$ cat src/rtl/depp_txfifo.sv
// Transmit byte FIFO for the DEPP byte port: bus-side writes are queued in a
// small memory and presented one at a time through a registered output stage.
module depp_txfifo #(
    parameter int LGFLEN = 4
) (
    input  logic              i_clk,
    input  logic              i_rst_n,
    input  logic              i_wr_stb,
    input  logic [7:0]        i_wr_data,
    output logic              o_full,
    output logic              o_empty,
    output logic [LGFLEN:0]   o_fill,
    output logic              o_overflow,
    input  logic              i_clr_ovfl,
    output logic              o_tx_stb,
    output logic [7:0]        o_tx_data,
    input  logic              i_tx_busy
);

    localparam int DEPTH = 1 << LGFLEN;
    localparam logic [LGFLEN:0] FULL_CNT = (LGFLEN + 1)'(DEPTH);

    // Handshake: o_tx_stb is valid, i_tx_busy low is ready; the byte in
    // o_tx_data transfers on any rising edge where both hold.
    logic [7:0]        mem_q [DEPTH];
    logic [LGFLEN-1:0] wr_ptr_q, wr_ptr_d;
    logic [LGFLEN-1:0] rd_ptr_q, rd_ptr_d;
    logic [LGFLEN:0]   cnt_q, cnt_d;
    logic [LGFLEN:0]   fill_q, fill_d;
    logic              full_q, full_d;
    logic              empty_q, empty_d;
    logic              ovfl_q, ovfl_d;
    logic              tx_stb_q, tx_stb_d;
    logic [7:0]        tx_data_q, tx_data_d;
    logic              push, accept, load;

    always_comb begin
        push     = i_wr_stb && !full_q;
        accept   = tx_stb_q && !i_tx_busy;
        load     = (cnt_q != '0) && (!tx_stb_q || accept);

        wr_ptr_d = wr_ptr_q;
        rd_ptr_d = rd_ptr_q;
        if (push) wr_ptr_d = wr_ptr_q + 1'b1;
        if (load) rd_ptr_d = rd_ptr_q + 1'b1;

        cnt_d = cnt_q;
        case ({push, load})
            2'b10:   cnt_d = cnt_q + 1'b1;
            2'b01:   cnt_d = cnt_q - 1'b1;
            default: cnt_d = cnt_q;
        endcase

        // Output register is frozen unless a new byte is loaded or the current one leaves.
        tx_stb_d  = load || (tx_stb_q && !accept);
        tx_data_d = load ? mem_q[rd_ptr_q] : tx_data_q;

        // Status flags are derived from next-state values so they match the data path exactly.
        fill_d  = cnt_d + {{LGFLEN{1'b0}}, tx_stb_d};
        full_d  = (cnt_d == FULL_CNT);
        empty_d = (cnt_d == '0) && !tx_stb_d;

        ovfl_d = ovfl_q;
        if (i_wr_stb && full_q) ovfl_d = 1'b1;
        else if (i_clr_ovfl)    ovfl_d = 1'b0;
    end

    always_ff @(posedge i_clk) begin
        if (i_rst_n && push) mem_q[wr_ptr_q] <= i_wr_data;
    end

    always_ff @(posedge i_clk) begin
        if (!i_rst_n) begin
            wr_ptr_q  <= '0;
            rd_ptr_q  <= '0;
            cnt_q     <= '0;
            fill_q    <= '0;
            full_q    <= 1'b0;
            empty_q   <= 1'b1;
            ovfl_q    <= 1'b0;
            tx_stb_q  <= 1'b0;
            tx_data_q <= 8'h00;
        end else begin
            wr_ptr_q  <= wr_ptr_d;
            rd_ptr_q  <= rd_ptr_d;
            cnt_q     <= cnt_d;
            fill_q    <= fill_d;
            full_q    <= full_d;
            empty_q   <= empty_d;
            ovfl_q    <= ovfl_d;
            tx_stb_q  <= tx_stb_d;
            tx_data_q <= tx_data_d;
        end
    end

    assign o_full     = full_q;
    assign o_empty    = empty_q;
    assign o_fill     = fill_q;
    assign o_overflow = ovfl_q;
    assign o_tx_stb   = tx_stb_q;
    assign o_tx_data  = tx_data_q;

endmodule
$ cat config.mk
export PLATFORM = sky130hd
export DESIGN_NAME = depp_txfifo
export DESIGN_NICKNAME = d
export VERILOG_FILES = /design/src/rtl/depp_txfifo.sv
export SDC_FILE = /design/constraint.sdc
export NUM_CORES = 1
export LEC_CHECK = 0
export ABC_AREA = 1
export CAP_MARGIN = 25
export CELL_PAD_IN_SITES_DETAIL_PLACEMENT = 0
export CELL_PAD_IN_SITES_GLOBAL_PLACEMENT = 2
export CORE_ASPECT_RATIO = 1.2
export CORE_MARGIN = 8
export CORE_UTILIZATION = 44
export CTS_BUF_LIST = sky130_fd_sc_hd__clkbuf_16
export CTS_CLUSTER_DIAMETER = 200
export DETAILED_ROUTE_END_ITERATION = 12
export HOLD_SLACK_MARGIN = 0.12
export PLACE_DENSITY_LB_ADDON = 0.1
export SLEW_MARGIN = 20
export SYNTH_ARGS = -nofsm -noshare
export SYNTH_HDL_FRONTEND = slang
export SYNTH_SLANG_ARGS = --single-unit
$ cat constraint.sdc
create_clock -name i_clk -period 5.75 [get_ports i_clk]
set_clock_uncertainty 0.05 [all_clocks]
set_input_delay 0.8625 -clock i_clk [delete_from_list [all_inputs] [get_ports i_clk]]
set_output_delay 0.8625 -clock i_clk [all_outputs]
set_load 0.02 [all_outputs]
==> results.ini <==
[run_status]
status = completed

[synthesis]
synth_flop_cell = edfxtp_1
synth_async_sr_flop_share_pct = 0
syn_area_per_cell_um2 = 11.8
yosys.area.top_type = edfxtp_1
ys_types = 32
synth.yosys.seq_area_share_pct = 67.9
synth_seq_cells = 158
synth-edff-count = 128
ys_warn_count = 0
syn_inst = 554
synth_top_area_share_pct = 58.7
syn_nets = 576
netlist_area_um2 = 6540
yosys-top-cells-area = edfxtp_1 59%, dfxtp_1 9.2%, nor2_1 5.5%, o21ai_0 3.8%, o221ai_1 2.9%

[clocking]
cts_tree = built
cts_buffers = 17
insertion_delay_ps = 430
clockBufferDepth = 2
clk_pin_slew_ps = 60
cts_setup_buffers = 0
clock-sinks = 158
ctsResizeCount = 0
ctsHtreeMaxLevel = 4
postCtsHoldBufs = 0
clock-root-buffer = clkbuf_16

[global_routing]
use_met1_pct = 20.6
grt_usage_pct = 17.2
grt_max_degree = 67
antenna_found_initial = 0
use_met2_pct = 29.3
use_met3_pct = 4.31
grt_pass1_wl_um = 23800
top_usage_layer = met2
overflow = 0
grt_pass1_vias = 4137

[sta]
drv_slew = 0
period_needed_ps = 3410
fin_crit_sh_pct = 59.2
hold_viol_final = 0
fin_setup_tns_ps = 0
grt_setup_unrepaired = no
relSlewSlack_pct = 32.2
tightest_slew_ps = 1010
holdWs_ps = 414
final-setup-viol-count = 0
fmax_ghz = 0.294

[setup_path]
cp_data_arrival_time_ps = 3670
worstSetupEndpointType = flop
r2r_end = o_fill[4]$_SDFF_PN0_
worstSetupStartpointType = input port
cp_max_fo = 20
worstReg2RegStart = cnt_q[0]$_SDFF_PN0_
cp_data_required_time_ps = 6010
crit_type = in2reg
rrSetupSlack_ps = 2770
rr_worst_depth = 13

[layout]
antenna_cells = 0
fin_util_pct = 50.8
drive_gt1_share_pct = 10.3
area_growth_pct = 14.7
fillers = 1314
design_area_um2 = 7500
fin_nets = 599

[placement]
dp_hpwl_um = 10000
placed_cell_area_um2 = 6960
io_buffers = 29
finalWeightedCongestion = 0.855

[power_and_ir_drop]
power.total_mw = 3.49
p_leak_nw = 2.59
peakVddDrop_mv = 0.261
cellPowerDensity_nw_per_um2 = 465

[route]
drtPass1Iterations = 4
drc = 0
drtIter0Drc = 296
ant_nets = 0
vias = 4231
vias_per_cell = 5.33
wirelength_um = 15600
wl_per_cell_um = 19.6

[floorplanning]
die-area_um2 = 19000
dieWidth_um = 127
num_rows = 49
core_um2 = 14800
pin_count = 30
die_h_um = 150
start_util_pct = 44.3

[hold_path]
hold_path_end = o_overflow$_SDFFE_PN0P_
hold_depth = 2
worstHoldPathType = reg2reg
min-delay-start = o_overflow$_SDFFE_PN0P_

[run]
max-cap-violations = 0

power breakdown:
part           internal (mW)  total [mW]  switching [mW]
Combinational          0.357        1.11           0.749
Sequential              1.31        1.37          0.0535
Clock                  0.605        1.02           0.412
how the worst max path moves through the flow:
stage | start | endpoint | slack, ps | cells after the start
after CTS | i_tx_busy | o_fill[4]$_SDFF_PN0_ | 2360 | 13
after global placement | i_tx_busy | o_fill[4]$_SDFF_PN0_ | 1990 | 14
final | i_tx_busy | o_fill[4]$_SDFF_PN0_ | 2340 | 13
after global routing | i_tx_busy | o_fill[4]$_SDFF_PN0_ | 2150 | 14
after floorplan | i_tx_busy | o_fill[4]$_SDFF_PN0_ | 2800 | 13
after detailed placement | i_tx_busy | o_fill[4]$_SDFF_PN0_ | 1910 | 13
metal layers:
metal / wire length [um] / vias to the layer above
li1: - / 2045
met4: 199 / 0
met5: 0 / -
met1: 6680 / 2051
met2: 7970 / 120
met3: 709 / 15
state kept, by name, summed over array words and instances (netlist names):
register / cells
mem_q: 128
o_tx_data: 8
cnt_q: 5
o_fill: 5
rd_ptr_q: 4
wr_ptr_q: 4
o_empty: 1
o_full: 1
o_overflow: 1
o_tx_stb: 1
per-stage QoR:
stage	setup WS, ps	std cells
detailed placement	1910	762
global placement	1990	762
global route	2150	794
CTS	2360	794
floorplan	2800	554
finish	2340	794
area by class of cell:
cell class	instances	area, um^2	area share [%]
sequential	158	4450	59.3
tap	204	255	3.40
inverter	42	158	2.10
timing repair buffer	33	320	4.27
multi-input combinational	325	1790	23.8
clock buffer	18	450	6.00
clock inverter	14	87.6	1.17
synth_stat cells, types with 4 or more instances:
cell type and count:
buf_2 4, nand2_1 33, o21ai_0 50, inv_1 32
nand3_2 4, nand3_1 25, clkbuf_1 18, nor2_1 96
buf_6 5, nand2_2 8, o22ai_1 10, dfxtp_1 30
o21ai_1 22, o221ai_1 22, edfxtp_1 128, o211ai_1 18
ha_1 9, a21oi_1 9, inv_2 7
layout by cell type, fill, tap and decap left out, types with 9 or more instances in the layout:
cell	netlist	final
edfxtp_1	128	128
nor2_1	96	96
o21ai_0	50	50
inv_1	32	37
nand2_1	33	33
dfxtp_1	30	29
clkdlybuf4s50_1	0	29
nand3_1	25	25
o21ai_1	22	22
o221ai_1	22	22
o211ai_1	18	18
clkbuf_16	0	18
o22ai_1	10	10
a21oi_1	9	9
ha_1	9	9
cell families after synthesis:
kind of cell / share of synthesized area [%]
buffers and inverters: 4.78
XOR/XNOR: 0.402
adder cells (fa/ha/maj): 1.72
AND/OR/NAND/NOR: 12.7
flip-flops: 67.9
AO/OA/AOI/OAI: 12.4
critical path, stage by stage:
cell and delay (ps):
clkdlybuf4s50_1 420, nand2_1 210, nand2_1 150, inv_1 530, ha_1 430, xor2_1 240
inv_1 90, ha_1 200, ha_1 200, inv_1 90, nor2_4 50, a21oi_1 140
nor2_1 60
Note: power is estimated with default switching activity, not from simulation.
